[src/rtl/image_load_sequencer.sv]
// image_load_sequencer: walks LEN chunks of LANES consecutive pixels starting at BASE, drives
// the combinational-read data memory address, registers each returned vector (masking lanes
// that fall past the last pixel of the image) and hands chunks downstream on valid/ready.
// Optional feature: define LOAD_PERF_CNT_EN to add stall_cnt_o, a saturating count of
// backpressure cycles during a run.
module image_load_sequencer #(
  parameter int unsigned ImageWidth  = 96,
  parameter int unsigned ImageHeight = 96,
  parameter int unsigned Lanes       = 8,
  parameter int unsigned AddrW       = 16
) (
  input  logic                   clk_i,
  input  logic                   rst_ni,
  input  logic                   start_i,
  input  logic [AddrW-1:0]       base_i,
  input  logic [10:0]            len_i,
  input  logic                   abort_i,
  output logic [AddrW-1:0]       mem_addr_o,
  input  logic [15:0][15:0]      mem_rd_i,
  output logic [Lanes-1:0][15:0] out_data_o,
  output logic [10:0]            out_idx_o,
  output logic                   out_valid_o,
  input  logic                   out_ready_i,
`ifdef LOAD_PERF_CNT_EN
  output logic [15:0]            stall_cnt_o,
`endif
  output logic                   busy_o,
  output logic                   done_o
);

  localparam int unsigned PixMax = ImageWidth * ImageHeight - 1;

  typedef enum logic [1:0] {StIdle, StRun, StDrain, StDone} state_e;

  state_e                 state_q;
  logic [AddrW-1:0]       mem_addr_q;
  logic [10:0]            idx_q;
  logic [10:0]            len_q;
  logic [Lanes-1:0][15:0] out_data_q;
  logic [10:0]            out_idx_q;
  logic                   out_valid_q;
  logic                   busy_q;
  logic                   done_q;

  logic [Lanes-1:0][15:0] lane_data;
  logic [AddrW:0]         lane_addr [Lanes];
  logic                   capture;
  logic                   last_chunk;
  logic                   start_ok;
  logic                   unused_upper_lanes;

  // Memory lanes beyond Lanes carry nothing of interest.
  assign unused_upper_lanes = ^mem_rd_i[15:Lanes];

  // Zero lanes whose pixel address lies past the image; compared one bit wider so no wrap.
  always_comb begin
    for (int unsigned k = 0; k < Lanes; k++) begin
      lane_addr[k] = {1'b0, mem_addr_q} + (AddrW+1)'(k);
      lane_data[k] = (lane_addr[k] > (AddrW+1)'(PixMax)) ? 16'h0000 : mem_rd_i[k];
    end
  end

  assign capture    = (state_q == StRun) && (!out_valid_q || out_ready_i);
  assign last_chunk = (idx_q == len_q - 11'd1);
  assign start_ok   = (state_q == StIdle) && start_i && !abort_i;

  // Sequencer FSM with all outputs registered; abort overrides every transition.
  always_ff @(posedge clk_i or negedge rst_ni) begin
    if (!rst_ni) begin
      state_q     <= StIdle;
      mem_addr_q  <= '0;
      idx_q       <= '0;
      len_q       <= '0;
      out_data_q  <= '0;
      out_idx_q   <= '0;
      out_valid_q <= 1'b0;
      busy_q      <= 1'b0;
      done_q      <= 1'b0;
    end else if (abort_i) begin
      state_q     <= StIdle;
      out_valid_q <= 1'b0;
      busy_q      <= 1'b0;
      done_q      <= 1'b0;
    end else begin
      unique case (state_q)
        StIdle: begin
          if (start_i) begin
            len_q <= len_i;
            idx_q <= '0;
            if (len_i != 11'd0) begin
              mem_addr_q <= base_i;
              state_q    <= StRun;
              busy_q     <= 1'b1;
            end else begin
              state_q <= StDone;
              done_q  <= 1'b1;
            end
          end
        end
        StRun: begin
          if (capture) begin
            out_data_q  <= lane_data;
            out_idx_q   <= idx_q;
            out_valid_q <= 1'b1;
            idx_q       <= idx_q + 11'd1;
            // Address stays on the final chunk once it has been fetched.
            if (last_chunk) begin
              state_q <= StDrain;
            end else begin
              mem_addr_q <= mem_addr_q + AddrW'(Lanes);
            end
          end
        end
        StDrain: begin
          if (out_ready_i) begin
            out_valid_q <= 1'b0;
            state_q     <= StDone;
            busy_q      <= 1'b0;
            done_q      <= 1'b1;
          end
        end
        StDone: begin
          state_q <= StIdle;
          done_q  <= 1'b0;
        end
        default: begin
          state_q <= StIdle;
        end
      endcase
    end
  end

`ifdef LOAD_PERF_CNT_EN
  logic [15:0] stall_cnt_q;

  // Count backpressure cycles of the active run; restart on each accepted start.
  always_ff @(posedge clk_i or negedge rst_ni) begin
    if (!rst_ni) begin
      stall_cnt_q <= '0;
    end else if (start_ok) begin
      stall_cnt_q <= '0;
    end else if (busy_q && out_valid_q && !out_ready_i && (stall_cnt_q != 16'hFFFF)) begin
      stall_cnt_q <= stall_cnt_q + 16'd1;
    end
  end

  assign stall_cnt_o = stall_cnt_q;
`else
  logic unused_start_ok;
  assign unused_start_ok = start_ok;
`endif

  assign mem_addr_o  = mem_addr_q;
  assign out_data_o  = out_data_q;
  assign out_idx_o   = out_idx_q;
  assign out_valid_o = out_valid_q;
  assign busy_o      = busy_q;
  assign done_o      = done_q;

endmodule

[config.mk]
export PLATFORM = sky130hd
export DESIGN_NAME = image_load_sequencer
export DESIGN_NICKNAME = d
export VERILOG_FILES = /design/src/rtl/image_load_sequencer.sv
export SDC_FILE = /design/constraint.sdc
export NUM_CORES = 1
export LEC_CHECK = 0
export ABC_AREA = 1
export BUFFER_PORTS_ARGS = -buffer_cell sky130_fd_sc_hd__buf_4
export CAP_MARGIN = 20
export CORE_AREA = 3 3 172 174
export CTS_BUF_LIST = sky130_fd_sc_hd__clkbuf_8
export CTS_CLUSTER_DIAMETER = 40
export DETAILED_ROUTE_END_ITERATION = 12
export DIE_AREA = 0 0 175 177
export HOLD_SLACK_MARGIN = 0.1
export PLACE_DENSITY_LB_ADDON = 0.05
export REMOVE_ABC_BUFFERS = 1
export SKIP_CTS_REPAIR_TIMING = 1
export SLEW_MARGIN = 20
export SYNTH_ARGS = -nofsm -noshare
export SYNTH_HDL_FRONTEND = slang
export SYNTH_SLANG_ARGS = --single-unit
export TNS_END_PERCENT = 5
[constraint.sdc]
create_clock -name clk_i -period 5.4 [get_ports clk_i]
set_input_delay 0.27 -clock clk_i [delete_from_list [all_inputs] [get_ports clk_i]]
set_output_delay 0.27 -clock clk_i [all_outputs]
set_load 0.05 [all_outputs]
# == Word-level counts from Yosys, hierarchy flattened ==
# Index checks and enable logic that the tools add are counted.
# totals
ff_bits,182
input_bits,288
out_inout_bits,158
# classes
add_sub_neg,10
n_lt_le_gt_ge,8
n_eq_ne,14
mux,36
bitwise_logic,1
reduce_logical,17
# op_table
op,n
two-way mux 16 bit,12
"greater-than comparator 17 x 14 -> 1 bit, second input constant",7
"adder 16 x 3 -> 17 bit, second input constant",4
"adder 16 x 2 -> 17 bit, second input constant",2
one-hot mux 16 bit (2 select lines),1
two-way mux 11 bit,2
one-hot mux 11 bit (2 select lines),1
"adder 16 x 1 -> 17 bit, second input constant",1
"adder 16 x 4 -> 16 bit, second input constant",1
"greater-than comparator 16 x 14 -> 1 bit, second input constant",1
AND reduction 4 bit,4
"inequality test 3 bit, second input constant",5
two-way mux 2 bit,6
"adder 11 x 1 -> 11 bit, second input constant",1
== test 11 bit,1
nonzero test 11 bit,1
"subtractor 11 x 1 -> 11 bit, second input constant",1
two-way mux 1 bit,10
AND reduction 3 bit,3
one-hot mux 2 bit (4 select lines),1
"inequality test 2 bit, second input constant",3
AND reduction 6 bit,1
nonzero test 3 bit,2
"== test 2 bit, second input constant",2
other kinds (12),13

# == Longest topological paths before layout ==
# Gate-level depths: netlist of the first run.
# logic_depth
ltp_word,6
depth_mapped,16
depth_no_buf,15

# == Least setup slack after synthesis of the first run ==
# No wires, ideal clock.
# synth_path
path_type,reg-to-reg
from,"register mem_addr_q[1], in the netlist mem_addr_o[1]"
to,register out_data_q (netlist bit out_data_o[117])
setup_time_ns,0.066
arrival_ns,2.608
path_slack_ns,2.726
path_stages_with_launch,11
path_buffers,1
synth_period_minus_slack_ns,2.674
path_cell_list,dfrtp_1 inv_1 ha_1 o21ai_2 nand2_1 nor2_1 xor2_1 a211oi_2 buf_2 nand3_1 nand2_1
# synth_between
elab_chain_len,3
# synth_lines
element,line,rtl
from (decl),36,logic [AddrW-1:0] mem_addr_q;
from (signal assigned),91,mem_addr_q <= base_i;
from (signal assigned),110,mem_addr_q <= mem_addr_q + AddrW'(Lanes);
adder 16 x 3 -> 17 bit,58,"lane_addr[k] = {1'b0, mem_addr_q} + (AddrW+1)'(k);"
greater-than comparator 17 x 14 -> 1 bit,59,lane_data[k] = (lane_addr[k] > (AddrW+1)'(PixMax)) ? 16'h0000 : mem_rd_i[k];
two-way mux 16 bit,59,
to (signal assigned),102,out_data_q <= lane_data;
to (decl),39,logic [Lanes-1:0][15:0] out_data_q;
# Every way passes these cells.
# A chain may end at the register's enable or synchronous reset.

# == Worst setup path in the final report of the first run ==
# layout_path
from,"register mem_addr_q[3], in the netlist mem_addr_o[3]"
to,register out_data_q (netlist bit out_data_o[67])
# The elaborated chain is that of the path after synthesis.

==> qor.txt, run 1 <==
DRT antenna net count: 0
Yosys top cell by area: dfrtp_1
DP Wirelength: 26100 um
Reg area: 4550 um^2
max_slew headroom: 36.0%
Top Usage Layer GRT: met2
final hold violation count: 0
Post-synth EDFFs: 0
GR met3 Demand/Resource: 5.98%
Critical-path top delay cell: dfrtp_1
top cell family by delay on the critical path: simple AND/OR/NAND/NOR gates
CTS tree: built
Yosys cell types: 44
clk_lat worst skew: 490 ps
fraction of layout cells with a size suffix above 1: 20.6%
Synth-to-Final Area Change: 32.3%
Worst IR Drop VDD: 0.323 mV
number of cell rows: 61
most used flip-flop cell after synthesis: dfrtp_1
final setup fails: 0
fin cells: 2327
Post-Syn Area per Cell: 6.86 um^2
Post-Synthesis Cells: 1608
largest net degree at the start of global routing: 139
fin crit share: 58.7%
routed wire length: 36100 um
Slew @ Worst Pin: 961 ps
core area: 27900 um^2
CP arrival: 3550 ps
first-pass GRT wire length: 56400 um
Avg Vias per Cell: 4.81
total gr overflow: 0
routed via count: 11202
CP Cell Sequence: ha_1 > inv_2 > nor2_4 > nand2_2 > xor2_1 > a21oi_1 > o21ai_0 > nand2_1 > o21ai_0
CTS buffer count: 17
antenna violations before repair: 0
H-tree levels: 4
Die X: 175 um
Critical Path End Type: flop
CP Max Fanout: 16
CP max stage delay: 690 ps
Port Buf Inserts: 317
met1 Usage GRT: 30.8%
dpl cells: 2239
top-level I/O count: 446
top-area cell type share of the netlist area: 41.3%
clock root buffer: clkbuf_8
asr flop ratio synth: 100%
Worst setup SP type: flop
most frequent CP cell: o21ai_0
clock-pin slew on the worst setup and hold paths: 130 ps
Global Route Usage Sum: 22.6%
status: complete, no violations
register area share after synthesis: 41.3%
ant diodes: 0
area of the multi-input gates: 5400 um^2
CTS max path bufs: 2
filler instances: 2889
total power consumption of the routed design: 9.19 mW
#FFs+latches synth: 182
P_leak: 8.08 nW
Starting Density: 39.5%
Max Cap Viol: 0
vias in the first global route: 10475
Hold WC Path Type: in -> reg
crit path buf inv count: 1
Synth area leaders: dfrtp_1 41%, nand2_1 17%, nand3_1 8.1%
Final Max Slew Viols: 0
Final Cell Area: 14600 um^2
Post-Place Worst Slack: 2230 ps
Crit Path Class: reg -> reg
Clock Skews: 25.5 ps
PwrDens: 630 nW/um^2
1st-iter DRT viols: 751
Mapped Area: 11000 um^2
synth warn: 0
minimum clock period after layout: 3170 ps
Hold Slack: 98.8 ps
Final Worst Setup Slack: 2230 ps
RD Place Congestion: 0.956
RSZ-0062 raised after global routing: false
CP required: 5780 ps
setup TNS: 0 ps
total clock sinks: 182
drt drc: 0
GRT met2 Usage: 36.4%
per-cell routed wire length: 15.5 um
die height: 177 um
# nets final: 2243
die area: 31000 um^2
placed instance area: 13600 um^2
DRT Pass-1 Iters: 6
Peak Freq: 0.316 GHz
Final Core Density: 52.3%
-- power breakdown --
part	leakage [nW]	switching [mW]	internal, mW
Sequential	2.40	0.572	1.95
Clock	0.202	0.621	0.357
Combinational	5.47	4.10	1.59
-- routing by layer --
metal / vias to the layer above / part of all wire [%]
met1: 5175 / 45
met2: 332 / 47
met5: - / 0
met4: 0 / 1.1
li1: 5676 / -
met3: 19 / 7.3
-- logic make-up after synthesis --
group | Yosys count | share of synthesized area (%)
AO/OA/AOI/OAI | 118 | 5.92
XOR/XNOR | 41 | 3.25
flip-flops | 182 | 41.3
adder cells (fa/ha/maj) | 19 | 2.15
buffers and inverters | 271 | 9.98
AND/OR/NAND/NOR | 977 | 37.4
-- flip-flops by register name, indices dropped and copies added (netlist names) --
| register | count |
|---|---|
| out_valid_o | 1 |
| done_o | 1 |
| len_q | 11 |
| idx_q | 11 |
| out_data_o | 128 |
| mem_addr_o | 16 |
| out_idx_o | 11 |
| busy_o | 1 |
| state_q | 2 |
-- synth_stat cells, types with 2 or more instances --
| cell type | n |
|---|---|
| nor3b_1 | 3 |
| xor2_1 | 38 |
| buf_4 | 12 |
| nand3b_1 | 3 |
| a211oi_2 | 2 |
| a31oi_1 | 3 |
| clkinv_1 | 3 |
| ha_1 | 19 |
| nor3_1 | 18 |
| nand3_1 | 179 |
| nand2_1 | 512 |
| nor4_1 | 4 |
| inv_1 | 185 |
| nor2_1 | 203 |
| o31ai_1 | 2 |
| clkbuf_1 | 36 |
| o21ai_0 | 57 |
| nand2_2 | 9 |
| buf_6 | 2 |
| nor2_4 | 4 |
| o22ai_1 | 3 |
| nor2_2 | 8 |
| inv_2 | 11 |
| buf_1 | 3 |
| nand4_1 | 28 |
| buf_2 | 18 |
| o21ai_1 | 17 |
| o211ai_1 | 2 |
| dfrtp_1 | 182 |
| a21oi_1 | 25 |
| or2_2 | 2 |
| xnor2_1 | 3 |
-- cell usage in the layout, fill, tap and decap left out, drive strengths merged, types with 2 or more instances in the layout --
cell type    synthesis  layout
nor4                 5       5
buf                 35     324
o22ai                3       3
nand4               28      28
nor2               215     215
inv                196     205
nor3b                4       4
xnor2                3       3
o211ai               2       2
nor3                19      19
xor2                38      38
or2                  2       2
ha                  19      19
nand3              180     180
a31oi                3       3
nand3b               3       3
dlygate4sd3          0      56
dfrtp              182     182
a211oi               3       3
nand2              521     521
a21oi               25      25
clkinv               3       8
o21ai               76      76
o31ai                2       2
clkbuf              37      18
-- tightest hold or removal path, stage by stage --
cell and delay [ps]:
buf_4 110, inv_1 40, nor2_1 30, nand4_1 70, nand2_1 40
-- final timing paths --
| path | end | from | cells after the start | slack, ps |
|---|---|---|---|---|
| worst max-delay path | out_data_o[67]$_DFFE_PN0P_ | mem_addr_o[3]$_DFFE_PN0P_ | 9 | 2230 |
| worst min register to register | out_data_o[85]$_DFFE_PN0P_ | out_data_o[85]$_DFFE_PN0P_ | 2 | 490 |
| max in group asynchronous | out_data_o[115]$_DFFE_PN0P_ | rst_ni | 3 | 3680 |
| worst max register to register | out_data_o[67]$_DFFE_PN0P_ | mem_addr_o[3]$_DFFE_PN0P_ | 9 | 2230 |
| worst min-delay path | out_data_o[26]$_DFFE_PN0P_ | mem_rd_i[26] | 5 | 100 |
| min in group asynchronous | out_data_o[86]$_DFFE_PN0P_ | rst_ni | 2 | 390 |
-- final cells by class --
class	instances	area share [%]
multi-input combinational	1155	37.0
sequential	182	31.2
timing repair buffer	381	20.7
inverter	199	5.15
tap	378	3.24
clock buffer	17	1.60
clock inverter	15	1.18
(Power assumes the default switching activity.)
==> run 2: changes to the inputs <==
--- a/config.mk
+++ b/config.mk
@@ -5,14 +5,14 @@
 export SDC_FILE = /design/constraint.sdc
 export NUM_CORES = 1
 export LEC_CHECK = 0
-export ABC_AREA = 1
+export ABC_AREA = 0
 export BUFFER_PORTS_ARGS = -buffer_cell sky130_fd_sc_hd__buf_4
 export CAP_MARGIN = 20
-export CORE_AREA = 3 3 172 174
+export CORE_AREA = 3 3 174 176
 export CTS_BUF_LIST = sky130_fd_sc_hd__clkbuf_8
 export CTS_CLUSTER_DIAMETER = 40
 export DETAILED_ROUTE_END_ITERATION = 12
-export DIE_AREA = 0 0 175 177
+export DIE_AREA = 0 0 177 179
 export HOLD_SLACK_MARGIN = 0.1
 export PLACE_DENSITY_LB_ADDON = 0.05
 export REMOVE_ABC_BUFFERS = 1
==> constraint.sdc (replaced) <==
create_clock -name clk_i -period 2.9 [get_ports clk_i]
set_input_delay 0.145 -clock clk_i [delete_from_list [all_inputs] [get_ports clk_i]]
set_output_delay 0.145 -clock clk_i [all_outputs]
set_load 0.05 [all_outputs]
==> run 2 against run 1 <==
Synthesized cell count fell by 48%. Largest cell class is now sequential cells. Largest power group unchanged. Non-clock buffer count rose by 152. Sequential share of layout area rose by 0.74 points. Critical path type unchanged. Synthesized area fell by 17%. Critical endpoint is now state_q[1]$_DFFE_PN0P_.
==> qor.txt, run 2 <==
status: complete, no violations
total gr overflow: 0 (unchanged)
Max Cap Viol: 0 (unchanged)
max FFs per register: 128 (unchanged)
number of cell rows: 62 (+1.6%)
total clock sinks: 182 (unchanged)
Global Route Usage Sum: 19.3% (-3.2 points)
clock root buffer: clkbuf_8
Slew @ Worst Pin: 756 ps (-204 ps)
clk_lat worst skew: 470 ps (-20 ps)
post-synthesis adder-cell area fraction: 2.59% (+0.44 points)
DP Wirelength: 23300 um (-11%)
fraction of synthesized area in multiplexers: 4.47% (+4.5 points)
clock-pin slew on the worst setup and hold paths: 110 ps (-20 ps)
antenna violations before repair: 0 (unchanged)
Post-Synth XOR/XNOR Area: 4.40% (+1.1 points)
most used flip-flop cell after synthesis: dfrtp_1
Worst Hold Path EP: mem_addr_o[8]$_DFFE_PN0P_
Synth Area in Compound Gates: 22.0% (+16 points)
fin crit share: 95.5% (+37 points)
synth warn: 0 (unchanged)
P_leak: 6.77 nW (-16%)
register area share after synthesis: 49.7% (+8.4 points)
drt drc: 0 (unchanged)
most common cell after layout, fill and taps aside: buf_4
RD Place Congestion: 0.847 (-11%)
min-delay src: base_i[8]
Worst IR Drop VDD: 0.391 mV (+21%)
fraction of layout cells with a size suffix above 1: 34.1% (+14 points)
DRT antenna net count: 0 (unchanged)
Post-Syn Area per Cell: 10.9 um^2 (+59%)
Yosys cell types: 70 (+59%)
most frequent cells in the layout: 366 x buf_4, 181 x dfrtp_1, 157 x dlygate4sd3_1, 130 x a22o_1, 44 x nor2_1
Post-Place Worst Slack: 108 ps (-2130 ps)
Final Max Slew Viols: 0 (unchanged)
asr flop ratio synth: 100% (unchanged)
simple-gate share of the synthesized area: 12.9% (-24 points)
1st-iter DRT viols: 492 (-34%)
Final Worst Setup Slack: 129 ps (-2100 ps)
final setup fails: 0 (unchanged)
largest net degree at the start of global routing: 141 (+1.4%)
fin cells: 1723 (-26%)
vias in the first global route: 7826 (-25%)
filler instances: 2704 (-6.4%)
Worst setup SP type: flop
Critical-path top delay cell: or4b_4
hold depth: 4 (-1)
CTS max path bufs: 2 (unchanged)
Port Buf Inserts: 317 (unchanged)
core area: 28800 um^2 (+3.0%)
RSZ-0062 raised after global routing: true
per-cell routed wire length: 19.2 um (+24%)
routed via count: 8745 (-22%)
DRT Pass-1 Iters: 5 (-1)
CP arrival: 3130 ps (-420 ps)
synth cell count leaders: 182 x dfrtp_1, 130 x a22o_1, 46 x clkbuf_1
top-area cell type share of the netlist area: 49.7% (+8.4 points)
CP Cell Sequence: inv_1 > ha_1 > or4b_4 > nor4b_2 > nor3_2 > nor4_2 > o21a_1 > a311o_2 > mux2_1
# nets final: 1633 (-27%)
RR Endpoint: state_q[1]$_DFFE_PN0P_
FF-to-FF path depth: 9 (unchanged)
main combinational cell family by area after synthesis: compound AO/OA/AOI/OAI gates
Yosys top cell by area: dfrtp_1
Synth-to-Final Area Change: 55.8%
most numerous cell in the Yosys netlist: dfrtp_1
PwrDens: 698 nW/um^2 (+11%)
Final Core Density: 49.6% (-2.7 points)
top-level I/O count: 446 (unchanged)
CP max stage delay: 500 ps (-190 ps)
die height: 179 um (+1.1%)
die area: 31700 um^2 (+2.3%)
CP required: 3260 ps (-2520 ps)
first-pass GRT wire length: 47600 um (-16%)
Clock Skews: 27.5 ps (+1.94 ps)
Synth area leaders: dfrtp_1 50%, a22o_1 12%, mux2_2 3.7%
R2R setup slack: 130 ps (-2100 ps)
Die X: 177 um (+1.1%)
dpl cells: 1534 (-31%)
minimum clock period after layout: 2770 ps (-398 ps)
Crit Path Class: reg -> reg
Starting Density: 31.8% (-7.7 points)
Avg Vias per Cell: 5.08 (+5.4%)
Mapped Area: 9160 um^2 (-17%)
CTS tree: built
Hold Slack: 78.4 ps (-20.4 ps)
R2R Path Start: len_q[1]$_DFFE_PN0P_
CP Max Fanout: 5 (-11)
Critical Path End Type: flop
max_slew headroom: 49.6% (+14 points)
routed wire length: 33100 um (-8.2%)
Post-Synthesis Cells: 842 (-48%)
setup TNS: 0 ps (unchanged)
CTS buffer count: 17 (unchanged)
Peak Freq: 0.361 GHz (+14%)
#FFs+latches synth: 182 (unchanged)
ant diodes: 0 (unchanged)
H-tree levels: 4 (unchanged)
Hold WC Path Type: in -> reg
Post-synth EDFFs: 0 (unchanged)
final hold violation count: 0 (unchanged)
[run 2: cell count changes after synthesis, sizes merged, moves of 31 or more]
cell and change:
a22o +130, inv -181, mux2 +31, nand2 -485, nand3 -151, nor2 -171
o21ai -52
[run 2: through the flow]
| stage | area, um^2 | total power, mW |
|---|---|---|
| 5_1_grt | 14300 | 10.6 |
| 2_1_floorplan | 8860 | 6.18 |
| 3_3_place_gp | 12300 | 7.96 |
| 4_1_cts | 12700 | 9.84 |
| 6_report | 14300 | 9.96 |
| 3_5_place_dp | 12300 | 7.98 |
[run 2: layout make-up]
class	count	area, um^2	share of cell area, %
Clock buffer	17	234	1.64
Multi-Input combinational cell	576	4270	29.9
Tap cell	384	480	3.37
Sequential cell	182	4560	31.9
Clock inverter	15	161	1.13
Inverter	16	60.1	0.421
Timing Repair Buffer	533	4510	31.6
[run 2: how the worst max path moves through the flow]
stage,from,to,cells past startpoint
global route,len_q[1]$_DFFE_PN0P_,state_q[1]$_DFFE_PN0P_,9
floorplan,state_q[1]$_DFFE_PN0P_,out_data_o[32]$_DFFE_PN0P_,7
global placement,len_q[1]$_DFFE_PN0P_,state_q[1]$_DFFE_PN0P_,9
finish,len_q[1]$_DFFE_PN0P_,state_q[1]$_DFFE_PN0P_,9
CTS,len_q[1]$_DFFE_PN0P_,state_q[1]$_DFFE_PN0P_,9
detailed placement,len_q[1]$_DFFE_PN0P_,state_q[1]$_DFFE_PN0P_,9
[run 2: report_power, final]
group / switching, mW / internal [mW]
sequential: 0.425 / 2.83
clock: 1.15 / 0.655
combinational: 2.96 / 1.94
[run 2: logic make-up after synthesis]
logic type,count (synthesis)
AO/OA/AOI/OAI,257
AND/OR/NAND/NOR,217
flip-flops,182
buffers and inverters,84
XOR/XNOR,46
multiplexers,37
adder cells (fa/ha/maj),19
[run 2: critical path, delay by kind of cell (launching register included)]
family / cells / cell delay (ps)
AO/OA/AOI/OAI: 2 / 440
adder cells (fa/ha/maj): 1 / 170
buffers and inverters: 1 / 70
flip-flops: 1 / 430
multiplexers: 1 / 320
AND/OR/NAND/NOR: 4 / 1220
[run 2: metal layers]
metal  up-vias  global-route usage (%)  share of wire, %
li1       4134                       -                 -
met3        39                    3.92               5.8
met5         -                       0                 0
met4         0                    5.34               1.7
met1      4271                    26.5                45
met2       301                    31.2                47
==> run 3: changes to the inputs <==
--- a/config.mk
+++ b/config.mk
@@ -16,6 +16,7 @@
 export HOLD_SLACK_MARGIN = 0.1
 export PLACE_DENSITY_LB_ADDON = 0.05
 export REMOVE_ABC_BUFFERS = 1
+export SETUP_SLACK_MARGIN = 0.2
 export SKIP_CTS_REPAIR_TIMING = 1
 export SLEW_MARGIN = 20
 export SYNTH_ARGS = -nofsm -noshare
==> run 3 against run 2 <==
Die area unchanged. Power grew 0.47%. Setup slack improved by 40 ps. Clock skew decreased by 1.1 ps. Utilization up 0.17 points. First-iteration DRC count shrank 7.5%. Sequential power is essentially flat. Sequential cell count is the same. Largest cell class unchanged. Largest power group unchanged.
==> qor.txt, run 3 (synthesis gave the netlist of run 2 again) <==
Critical Path End Type: flop
CTS buffer count: 17 (unchanged)
ant diodes: 0 (unchanged)
Avg Vias per Cell: 5.08 (+0.12%)
Crit Path Class: reg -> reg
final setup fails: 0 (unchanged)
R2R Path Start: len_q[1]$_DFFE_PN0P_
R2R setup slack: 170 ps (+40 ps)
Max Cap Viol: 0 (unchanged)
DRT antenna net count: 0 (unchanged)
drt drc: 0 (unchanged)
routed wire length: 33200 um (+0.36%)
CTS tree: built
core area: 28800 um^2 (unchanged)
Worst IR Drop VDD: 0.395 mV (+1.1%)
most frequent cells in the layout: 368 x buf_4, 181 x dfrtp_1, 157 x dlygate4sd3_1, 130 x a22o_1, 44 x nor2_1
PwrDens: 699 nW/um^2 (+0.13%)
DP Wirelength: 23300 um (unchanged)
filler instances: 2700 (-0.15%)
routed via count: 8771 (+0.30%)
final hold violation count: 0 (unchanged)
Worst setup SP type: flop
clk_lat worst skew: 470 ps (about the same)
fin crit share: 94.2% (-1.4 points)
max_slew headroom: 50.6% (+0.96 points)
status: complete, no violations
total clock sinks: 182 (unchanged)
clock root buffer: clkbuf_8
Slew @ Worst Pin: 742 ps (-14.4 ps)
DRT Pass-1 Iters: 5 (unchanged)
RD Place Congestion: 0.847 (unchanged)
total gr overflow: 0 (unchanged)
top-level I/O count: 446 (unchanged)
first-pass GRT wire length: 47600 um (unchanged)
Hold WC Path Type: in -> reg
min-delay src: base_i[8]
total power consumption of the routed design: 10.0 mW (+0.47%)
most common cell after layout, fill and taps aside: buf_4
Starting Density: 31.8% (unchanged)
RR Endpoint: state_q[1]$_DFFE_PN0P_
fraction of layout cells with a size suffix above 1: 34.5% (+0.37 points)
1st-iter DRT viols: 455 (-7.5%)
H-tree levels: 4 (unchanged)
FF-to-FF path depth: 9 (unchanged)
die height: 179 um (unchanged)
minimum clock period after layout: 2730 ps (-39.6 ps)
setup TNS: 0 ps (unchanged)
antenna violations before repair: 0 (unchanged)
# nets final: 1636 (+0.18%)
P_leak: 6.80 nW (+0.38%)
per-cell routed wire length: 19.3 um (+0.18%)
CTS max path bufs: 2 (unchanged)
Final Max Slew Viols: 0 (unchanged)
clock-pin slew on the worst setup and hold paths: 110 ps (about the same)
CP Max Fanout: 3 (-2)
RSZ-0062 raised after global routing: true
CP required: 3260 ps (about the same)
Final Worst Setup Slack: 169 ps (+39.6 ps)
Peak Freq: 0.366 GHz (+1.4%)
number of cell rows: 62 (unchanged)
max FFs per register: 128 (unchanged)
Port Buf Inserts: 317 (unchanged)
die area: 31700 um^2 (unchanged)
vias in the first global route: 7826 (unchanged)
Die X: 177 um (unchanged)
largest net degree at the start of global routing: 141 (unchanged)
Worst Hold Path EP: mem_addr_o[8]$_DFFE_PN0P_
Reg area: 4560 um^2 (unchanged)
Synth-to-Final Area Change: 56.3%
hold depth: 4 (unchanged)
CP arrival: 3090 ps (-40 ps)
area of the multi-input gates: 4290 um^2 (+0.50%)
Post-Place Worst Slack: 108 ps (unchanged)
Clock Skews: 26.4 ps (-1.12 ps)
Global Route Usage Sum: 19.3% (unchanged)
==> run 3: power by group <==
part           total [mW]  internal [mW]  switching [mW]
clock                1.81          0.655            1.16
sequential           3.25           2.83           0.425
combinational        4.94           1.96            2.98
total                10.0           5.44            4.56
==> run 3: final cells by class <==
class                   count  share of cell area, %
repair buffers            536                   31.7
well taps                 384                   3.36
inverters                  16                  0.419
flip-flops and latches    182                   31.8
clock buffers              17                   1.63
clock inverters            15                   1.13
multi-input cells         576                   29.9
==> run 3: metal layers <==
| layer | global-route usage (%) | share of wire (%) | vias up |
|---|---|---|---|
| li1 | - | - | 4139 |
| met1 | 26.5 | 45 | 4281 |
| met2 | 31.2 | 47 | 309 |
| met3 | 3.92 | 5.7 | 42 |
| met4 | 5.34 | 1.8 | 0 |
| met5 | 0 | 0 | - |
==> run 3: worst max-delay path, stage by stage, from the launching register on <==
cell       delay [ps]
dfrtp_1           400
inv_1              60
ha_2              170
or4b_4            500
a2111oi_4         300
nor3_2             90
nor4_2            310
o21a_1            240
a311o_2           220
mux2_1            320
==> run 3: metrics by stage <==
step	hold WS [ps]	cell area (um^2)	util, %	instances
2_1_floorplan	-151	8860	-	774
3_5_place_dp	212	12300	42.7	1534
4_1_cts	-329	12700	44.1	1566
6_report	77.8	14300	49.8	1726
3_3_place_gp	215	12300	42.7	1534
5_1_grt	108	14300	49.8	1726
==> run 3: how the worst max path moves through the flow <==
stage | slack [ps] | startpoint | end | cells past startpoint
6_report | 170 | len_q[1]$_DFFE_PN0P_ | state_q[1]$_DFFE_PN0P_ | 9
3_5_place_dp | 110 | len_q[1]$_DFFE_PN0P_ | state_q[1]$_DFFE_PN0P_ | 9
5_1_grt | 20 | len_q[1]$_DFFE_PN0P_ | state_q[1]$_DFFE_PN0P_ | 9
3_3_place_gp | 150 | len_q[1]$_DFFE_PN0P_ | state_q[1]$_DFFE_PN0P_ | 9
2_1_floorplan | -3180 | state_q[1]$_DFFE_PN0P_ | out_data_o[32]$_DFFE_PN0P_ | 7
4_1_cts | 70 | len_q[1]$_DFFE_PN0P_ | state_q[1]$_DFFE_PN0P_ | 9
